`config.mk`:
```
export PLATFORM = sky130hd
export DESIGN_NAME = spi_reg_bridge
export DESIGN_NICKNAME = d
export VERILOG_FILES = /design/src/rtl/spi_reg_bridge.sv
export SDC_FILE = /design/constraint.sdc
export NUM_CORES = 1
export LEC_CHECK = 0
export ABC_AREA = 0
export ABC_CLOCK_PERIOD_IN_PS = 1900
export BUFFER_PORTS_ARGS = -buffer_cell sky130_fd_sc_hd__buf_4
export CAP_MARGIN = 30
export CORE_AREA = 2 2 95 97
export CTS_BUF_LIST = sky130_fd_sc_hd__clkbuf_4
export CTS_CLUSTER_DIAMETER = 100
export DETAILED_ROUTE_END_ITERATION = 8
export DIE_AREA = 0 0 97 99
export GPL_ROUTABILITY_DRIVEN = 0
export PLACE_DENSITY_LB_ADDON = 0.15
export SETUP_SLACK_MARGIN = 0.4
export SYNTH_ARGS = -nofsm -noshare
export SYNTH_HDL_FRONTEND = slang
export SYNTH_SLANG_ARGS = --single-unit
export TNS_END_PERCENT = 100
```
`constraint.sdc`:
```
create_clock -name clk -period 1.9 [get_ports clk]
set_input_delay 0.19 -clock clk [delete_from_list [all_inputs] [get_ports clk]]
set_output_delay 0.19 -clock clk [all_outputs]
set_load 0.05 [all_outputs]
```
`src/rtl/spi_reg_bridge.sv`:
```
// SPI mode-0 slave acting as a register-bus master for command/address frames.
// Supports burst reads with prefetch, burst writes, auto-increment and abort detection.
module spi_reg_bridge #(
   parameter int unsigned ADDR_W      = 7,
   parameter int unsigned SYNC_STAGES = 2,
   parameter bit          AUTO_INC    = 1'b1
) (
   input  logic              clk,
   input  logic              rst,
   input  logic              spi_sclk,
   input  logic              spi_cs,
   input  logic              spi_mosi,
   output logic              spi_miso,
   output logic              spi_miso_oe,
   output logic [ADDR_W-1:0] reg_addr,
   output logic [7:0]        reg_wdata,
   output logic              reg_wr,
   output logic              reg_rd,
   input  logic [7:0]        reg_rdata,
   output logic [7:0]        rx_byte,
   output logic              rx_valid,
   output logic              busy,
   output logic              frame_err
);

   typedef enum logic [2:0] {
      IDLE,
      CMD,
      RD_FETCH,
      RD_DATA,
      WR_DATA
   } state_t;

   state_t                 state_q;
   logic [SYNC_STAGES-1:0] sclk_sync_q;
   logic [SYNC_STAGES-1:0] cs_sync_q;
   logic [SYNC_STAGES-1:0] mosi_sync_q;
   logic [6:0]             shift_q;
   logic [6:0]             tx_q;
   logic [2:0]             bitcnt_q;
   logic [1:0]             fetch_q;
   logic [ADDR_W-1:0]      addr_q;
   logic [ADDR_W-1:0]      addr_d;
   logic                   wr_pend_q;

   logic                   miso_q;
   logic [ADDR_W-1:0]      reg_addr_q;
   logic [7:0]             reg_wdata_q;
   logic                   reg_wr_q;
   logic                   reg_rd_q;
   logic [7:0]             rx_byte_q;
   logic                   rx_valid_q;
   logic                   busy_q;
   logic                   frame_err_q;

   logic                   sclk_cur;
   logic                   sclk_prv;
   logic                   cs_cur;
   logic                   cs_prv;
   logic                   mosi_cur;
   logic                   cs_rise;
   logic                   cs_fall;
   logic                   active;
   logic                   sclk_rise;
   logic                   sclk_fall;
   logic                   byte_done;
   logic [7:0]             full_byte;

   always_ff @(posedge clk) begin
      if (rst) begin
         sclk_sync_q <= '0;
         cs_sync_q   <= '0;
         mosi_sync_q <= '0;
      end else begin
         sclk_sync_q <= {sclk_sync_q[SYNC_STAGES-2:0], spi_sclk};
         cs_sync_q   <= {cs_sync_q[SYNC_STAGES-2:0], spi_cs};
         mosi_sync_q <= {mosi_sync_q[SYNC_STAGES-2:0], spi_mosi};
      end
   end

   // MOSI is stable long before a rise, so the oldest stage is safe to sample
   assign sclk_cur  = sclk_sync_q[SYNC_STAGES-2];
   assign sclk_prv  = sclk_sync_q[SYNC_STAGES-1];
   assign cs_cur    = cs_sync_q[SYNC_STAGES-2];
   assign cs_prv    = cs_sync_q[SYNC_STAGES-1];
   assign mosi_cur  = mosi_sync_q[SYNC_STAGES-1];

   assign cs_rise   = cs_cur & ~cs_prv;
   assign cs_fall   = ~cs_cur & cs_prv;
   assign active    = (state_q != IDLE);
   assign sclk_rise = active & ~cs_rise & sclk_cur & ~sclk_prv;
   assign sclk_fall = active & ~cs_rise & ~sclk_cur & sclk_prv;
   assign byte_done = sclk_rise & (bitcnt_q == 3'd7);
   assign full_byte = {shift_q, mosi_cur};
   assign addr_d    = AUTO_INC ? addr_q + ADDR_W'(1) : addr_q;

   always_ff @(posedge clk) begin
      if (rst) begin
         state_q     <= IDLE;
         shift_q     <= '0;
         tx_q        <= '0;
         bitcnt_q    <= '0;
         fetch_q     <= '0;
         addr_q      <= '0;
         wr_pend_q   <= 1'b0;
         miso_q      <= 1'b0;
         reg_addr_q  <= '0;
         reg_wdata_q <= '0;
         reg_wr_q    <= 1'b0;
         reg_rd_q    <= 1'b0;
         rx_byte_q   <= '0;
         rx_valid_q  <= 1'b0;
         busy_q      <= 1'b0;
         frame_err_q <= 1'b0;
      end else begin
         rx_valid_q <= 1'b0;
         reg_wr_q   <= 1'b0;
         reg_rd_q   <= 1'b0;

         // a completed write byte is committed even if CS rises meanwhile
         if (wr_pend_q) begin
            wr_pend_q   <= 1'b0;
            reg_wr_q    <= 1'b1;
            reg_wdata_q <= rx_byte_q;
            reg_addr_q  <= addr_q;
            addr_q      <= addr_d;
         end

         if (sclk_rise) begin
            shift_q  <= full_byte[6:0];
            bitcnt_q <= bitcnt_q + 3'd1;
         end

         if (byte_done) begin
            rx_byte_q  <= full_byte;
            rx_valid_q <= 1'b1;
         end

         unique case (state_q)
            IDLE: begin
               if (cs_fall) begin
                  state_q     <= CMD;
                  busy_q      <= 1'b1;
                  frame_err_q <= 1'b0;
                  bitcnt_q    <= '0;
                  shift_q     <= '0;
                  miso_q      <= 1'b0;
               end
            end
            CMD: begin
               if (byte_done) begin
                  addr_q  <= full_byte[ADDR_W-1:0];
                  fetch_q <= '0;
                  state_q <= full_byte[7] ? RD_FETCH : WR_DATA;
               end
            end
            RD_FETCH: begin
               fetch_q <= fetch_q + 2'd1;
               if (fetch_q == 2'd0) begin
                  reg_rd_q   <= 1'b1;
                  reg_addr_q <= addr_q;
               end
               if (fetch_q == 2'd2) begin
                  tx_q    <= reg_rdata[6:0];
                  miso_q  <= reg_rdata[7];
                  state_q <= RD_DATA;
               end
            end
            RD_DATA: begin
               // the fall after a byte boundary keeps the freshly loaded MSB
               if (sclk_fall && (bitcnt_q != 3'd0)) begin
                  miso_q <= tx_q[6];
                  tx_q   <= {tx_q[5:0], 1'b0};
               end
               if (byte_done) begin
                  addr_q  <= addr_d;
                  fetch_q <= '0;
                  state_q <= RD_FETCH;
               end
            end
            WR_DATA: begin
               if (byte_done) begin
                  wr_pend_q <= 1'b1;
               end
            end
            default: state_q <= IDLE;
         endcase

         if (cs_rise && active) begin
            state_q  <= IDLE;
            busy_q   <= 1'b0;
            miso_q   <= 1'b0;
            bitcnt_q <= '0;
            if (bitcnt_q != 3'd0) begin
               frame_err_q <= 1'b1;
            end
         end
      end
   end

   assign spi_miso    = miso_q;
   assign spi_miso_oe = busy_q;
   assign reg_addr    = reg_addr_q;
   assign reg_wdata   = reg_wdata_q;
   assign reg_wr      = reg_wr_q;
   assign reg_rd      = reg_rd_q;
   assign rx_byte     = rx_byte_q;
   assign rx_valid    = rx_valid_q;
   assign busy        = busy_q;
   assign frame_err   = frame_err_q;

endmodule
```
After elaboration in Yosys (flattened, before gate mapping)

Index checks and enable logic that the tools add are counted.

Bits in registers: 65
Latch bits: 0
RAM bits: 0
ROM bits: 0
Bits of input ports: 13
Output and inout port bits: 30
Word-level logic and storage cells: 102
Memories: 0

Add/subtract/negate cells: 3
Multiply operators: 0
Div/mod/pow operators: 0
$lt $le $gt $ge: 0
Equality and inequality tests: 12
Shift-type cells: 0
Mux-type cells: 35
Bitwise gates (word level): 15
Reduce and logical (&&, ||, !) cells: 18

Operators with widths:

| kind                                                            | number |
|---|---|
| 7-bit two-way mux                                               | 11 |
| 7-bit case mux with 2 select lines                              | 2 |
| 3-bit two-way mux                                               | 8 |
| 3-bit case mux with 5 select lines                              | 1 |
| 1-bit two-way mux                                               | 10 |
| 2-bit != test, second input constant                            | 5 |
| 3-bit nonzero test                                              | 3 |
| 1-bit bitwise AND                                               | 8 |
| 2-bit OR reduction                                              | 4 |
| 7-bit by 1-bit adder with 7-bit output, second input constant   | 1 |
| 1-bit inverter                                                  | 7 |
| 3-bit by 2-bit == test with 1-bit output, second input constant | 2 |
| 3-bit == test, second input constant                            | 2 |
| 5-bit AND reduction                                             | 1 |
| 2-bit case mux with 2 select lines                              | 1 |
| 2-bit AND reduction                                             | 2 |
| 4-bit AND reduction                                             | 1 |
| 2-bit nonzero test                                              | 2 |
| 3-bit by 1-bit adder with 3-bit output, second input constant   | 1 |
| 3-bit by 1-bit == test with 1-bit output, second input constant | 1 |
| 3-bit zero test                                                 | 1 |
| 1-bit case mux with 3 select lines                              | 1 |
| 3-bit AND reduction                                             | 1 |
| 2-bit by 1-bit adder with 2-bit output, second input constant   | 1 |
| other kinds (5)                                                 | 6 |

Longest topological paths before layout

Word-level depth: 9
Depth in mapped cells: 8
Gate-level depth less buffers: 7

Worst setup path before layout

OpenSTA, ideal clock, no wires.

Kind: flip-flop to flip-flop
Start: reg bitcnt_q[0]
End: reg addr_q[2]
Library setup time: 133 ps
Data arrival time: 1521 ps
Required time: 1767 ps
Path slack: 246 ps
Cell stages (with the launch flop): 9
Path buffers: 1
Clock period less this slack: 1654 ps
Cell sequence: dfxtp_1 > ha_1 > ha_1 > inv_1 > nor4_2 > buf_4 > nor2_1 > a31oi_1 > o32ai_1

Word-level cells in the longest chain between the ends: 4
Elaborated cells between the ends (all ways): 5
Those cells by class: eq/ne: 1; mux: 3; bitwise: 1

RTL lines:

| item                                   | line     | text |
|---|---|---|
| start: declaration                     | 40       | `logic [2:0] bitcnt_q;` |
| start signal: assignment               | 131      | `bitcnt_q <= bitcnt_q + 3'd1;` |
| 3-bit == test (*)                      | 93       | `assign byte_done = sclk_rise & (bitcnt_q == 3'd7);` |
| 1-bit bitwise AND (*)                  | 93       |  |
| 7-bit two-way mux (on tied branches)   | 175, 151 |  |
| 7-bit case mux with 2 select lines (*) | 139      | `unique case (state_q)` |
| end signal: assignment                 | 126      | `addr_q <= addr_d;` |
| end signal: assignment                 | 152      | `addr_q <= full_byte[ADDR_W-1:0];` |
| end signal: assignment                 | 176      | `addr_q <= addr_d;` |
| end: declaration                       | 42       | `logic [ADDR_W-1:0] addr_q;` |

Every way passes the cells marked *; elsewhere a longest branch is shown, timed or not.
A chain may end at the register's enable or synchronous reset.

Worst setup path after layout

Start: reg state_q[2]
End: reg addr_q[1]

Word-level cells in the longest chain between the ends: 7
Elaborated cells between the ends (all ways): 10
Those cells by class: eq/ne: 2; mux: 3; bitwise: 4; reduce/logical: 1

RTL lines:

| item                                   | line     | text |
|---|---|---|
| start: declaration                     | 34       | `state_t state_q;` |
| start signal: assignment               | 154      | `state_q <= full_byte[7] ? RD_FETCH : WR_DATA;` |
| 3-bit nonzero test                     | 90       | `assign active = (state_q != IDLE);` |
| 1-bit bitwise AND (3 in a row)         | 91       | `assign sclk_rise = active & ~cs_rise & sclk_cur & ~sclk_prv;` |
| 1-bit bitwise AND                      | 93       |  |
| 7-bit two-way mux (on tied branches)   | 175, 151 |  |
| 7-bit case mux with 2 select lines (*) | 139      |  |

Marked as above.

==> metrics <==
via total after detailed routing=2486; fin cells=502; ys flop type=dfxtp_1; Clk pin slew, worst setup/hold paths=110 ps; Leak=1.58 nW; Mapped Cells=315; Max FO, Critical Path=7; post-synthesis sequential area ratio=44.4%; top cells by count, synth=65 x dfxtp_1, 43 x nor2_1, 30 x nand2_1; Starting Density=34.3%; max_cap viols=0; min cycle time layout=1640 ps; yosys warns=0; setup TNS=0 ps; RSZ-0062 raised after global routing=true; VDD IR-drop max=290 uV; asr flop ratio synth=0%; Routed Wire Length=7.16 mm; dpl ws=186 ps; Final WS setup=264 ps; Worst Path Arrival=1950 ps; GR Overflow Total=0; final slew viol count=0; clock root buffer=clkbuf_4; CTS Sinks=65; max frequency=611 MHz; Post-Syn Area=0.00293 mm^2; CP Class=flip-flop to flip-flop; Final HPWL DP=4.46 mm; ANT nets after route=0; count of different cell masters after synthesis=49; Skew-Pair Late Insertion Delay=410 ps; final hold violations=0; Worst-Margin Slew=412 ps; layout cell share with drive strength beyond 1=43.7%; count leader, synth=dfxtp_1; EDFF count, synth=0; WL/cell=14.3 um; 1st-iter DRT viols=78; dpl cells=456; Hold WC Path Type=primary input to flip-flop; Die ar.=0.00960 mm^2; status=finished, final reports clean; pwr/cell area=644 mW/mm^2; GRT Total Usage=14.5%; Die Wd=97 um; n_diodes=0; Mean Syn Cell Area=9.31 um^2; first-pass GRT wire length=11.1 mm; DR pass1 iterations=4; # nets final=408; Worst setup EP type=flip-flop; Die H=99 um; Final setup viols=0; Slew HR=72.5%; Num CTS Buffers=9; Core Area=0.00855 mm^2; Syn Nets=334; IO Count=43; Layout area overhead=42.8%; port bufs=42; # DRC=0; number of synthesized register bits=65; Area contributors post-synth=dfxtp_1 44%, mux2i_1 9.6%, nor2_1 5.5%; Final period util=86.1%; H-tree depth=3; Setup Skew=15.3 ps; Total Power=2.69 mW; vias per inst=4.95; vias in the first global route=2327; most area-hungry cell type in the Yosys netlist=dfxtp_1; post-synth top area share=44.4%; pin count of the biggest net entering global routing=35; CTS tree=built; clock tree buffer depth=2; CP required=2210 ps; num rows=34; startpoint type of the worst setup path=flip-flop; initial antenna violation count=0
-- final cells by class --
| class | instances | area (um^2) |
|---|---|---|
| Tap cell | 108 | 135 |
| Fill cell | 793 | 4370 |
| Multi-Input combinational cell | 222 | 1800 |
| Clock buffer | 10 | 75.1 |
| Sequential cell | 65 | 1320 |
| Clock inverter | 6 | 92.6 |
| Inverter | 6 | 27.5 |
| Timing Repair Buffer | 85 | 732 |
-- report_power, final --
part           leakage, nW  internal, mW  total, mW  switching [mW]
Clock               0.0828         0.552       1.08           0.532
Combinational        0.968         0.102      0.215           0.112
Sequential           0.531          1.37       1.40          0.0227
Total                 1.58          2.03       2.69           0.668
-- kinds of logic after synthesis --
kind of cell,synth area share (%)
AOI/OAI and AO/OA,12.0
adders and majority gates,2.56
buffers and inverters,4.91
muxes,9.56
DFF,44.4
xor gates and xnor gates,3.29
and+or+nand+nor,23.3
-- per-stage QoR --
stage	hold WS (ps)	util, %	cell area, um^2
after floorplan	318	-	2940
after global placement	404	39.3	3360
after detailed placement	413	39.3	3360
after CTS	17.4	44.1	3770
after global routing	19.9	48.9	4190
final	36.2	48.9	4190
-- flip-flops by register name (all words and copies together), names as in the netlist, 3 cells and up --
register,flops
reg_wdata,8
rx_byte,8
addr_q,7
reg_addr,7
shift_q,7
tx_q,7
bitcnt_q,3
state_q,3
-- critical path, stage by stage, from the launching register on --
cell and delay [ps]:
dfxtp_4 390, or2b_4 280, nor4_4 380, buf_4 180
a211oi_1 50, a211oi_1 250
-- repair_timing --
item	CTS	global route
pin swaps	5	25
endpoints found under the setup margin	43	42
hold buffers	3	0
gates cloned	0	2
hold endpoints to repair	3	0
gates resized for setup	21	72
setup buffers	11	14
-- path summary, 6_finish.rpt --
check	startpoint	endpoint	slack [ps]	depth (start not counted)
setup / recovery	state_q[2]	addr_q[1]	260	5
hold / removal	reg_rdata[0]	tx_q[0]	40	3
setup reg to reg	state_q[2]	addr_q[1]	260	5
hold reg to reg	mosi_sync_q[0]	mosi_sync_q[1]	440	1
-- routing by layer --
| layer | wire (um) | vias up | track usage [%] | part of all wire (%) |
|---|---|---|---|---|
| met5 | 0 | - | 0 | 0 |
| met4 | 104 | 0 | 5.42 | 1.5 |
| met3 | 270 | 10 | 4.33 | 3.8 |
| met2 | 3430 | 42 | 22.3 | 48 |
| met1 | 3350 | 1191 | 19.2 | 47 |
| li1 | - | 1243 | - | - |
-- layout by cell type (no fill, tap or decap), drive strengths merged, types with 3 or more instances in the layout --
| cell type | netlist | layout |
|---|---|---|
| nand2 | 30 | 30 |
| or3 | 3 | 3 |
| nor2 | 43 | 43 |
| nor4 | 3 | 3 |
| a211oi | 7 | 7 |
| clkbuf | 9 | 11 |
| xnor2 | 3 | 3 |
| nand4 | 4 | 4 |
| a21oi | 15 | 15 |
| nand2b | 5 | 5 |
| buf | 13 | 81 |
| nand3 | 14 | 14 |
| o21ai | 5 | 5 |
| ha | 6 | 6 |
| dlygate4sd3 | 0 | 3 |
| or2 | 3 | 3 |
| inv | 6 | 6 |
| mux2i | 28 | 28 |
| nor2b | 12 | 12 |
| xor2 | 8 | 8 |
| a311oi | 6 | 6 |
| dfxtp | 65 | 65 |
| nor3 | 7 | 7 |
No activity file was read; power rests on OpenSTA's default activity.
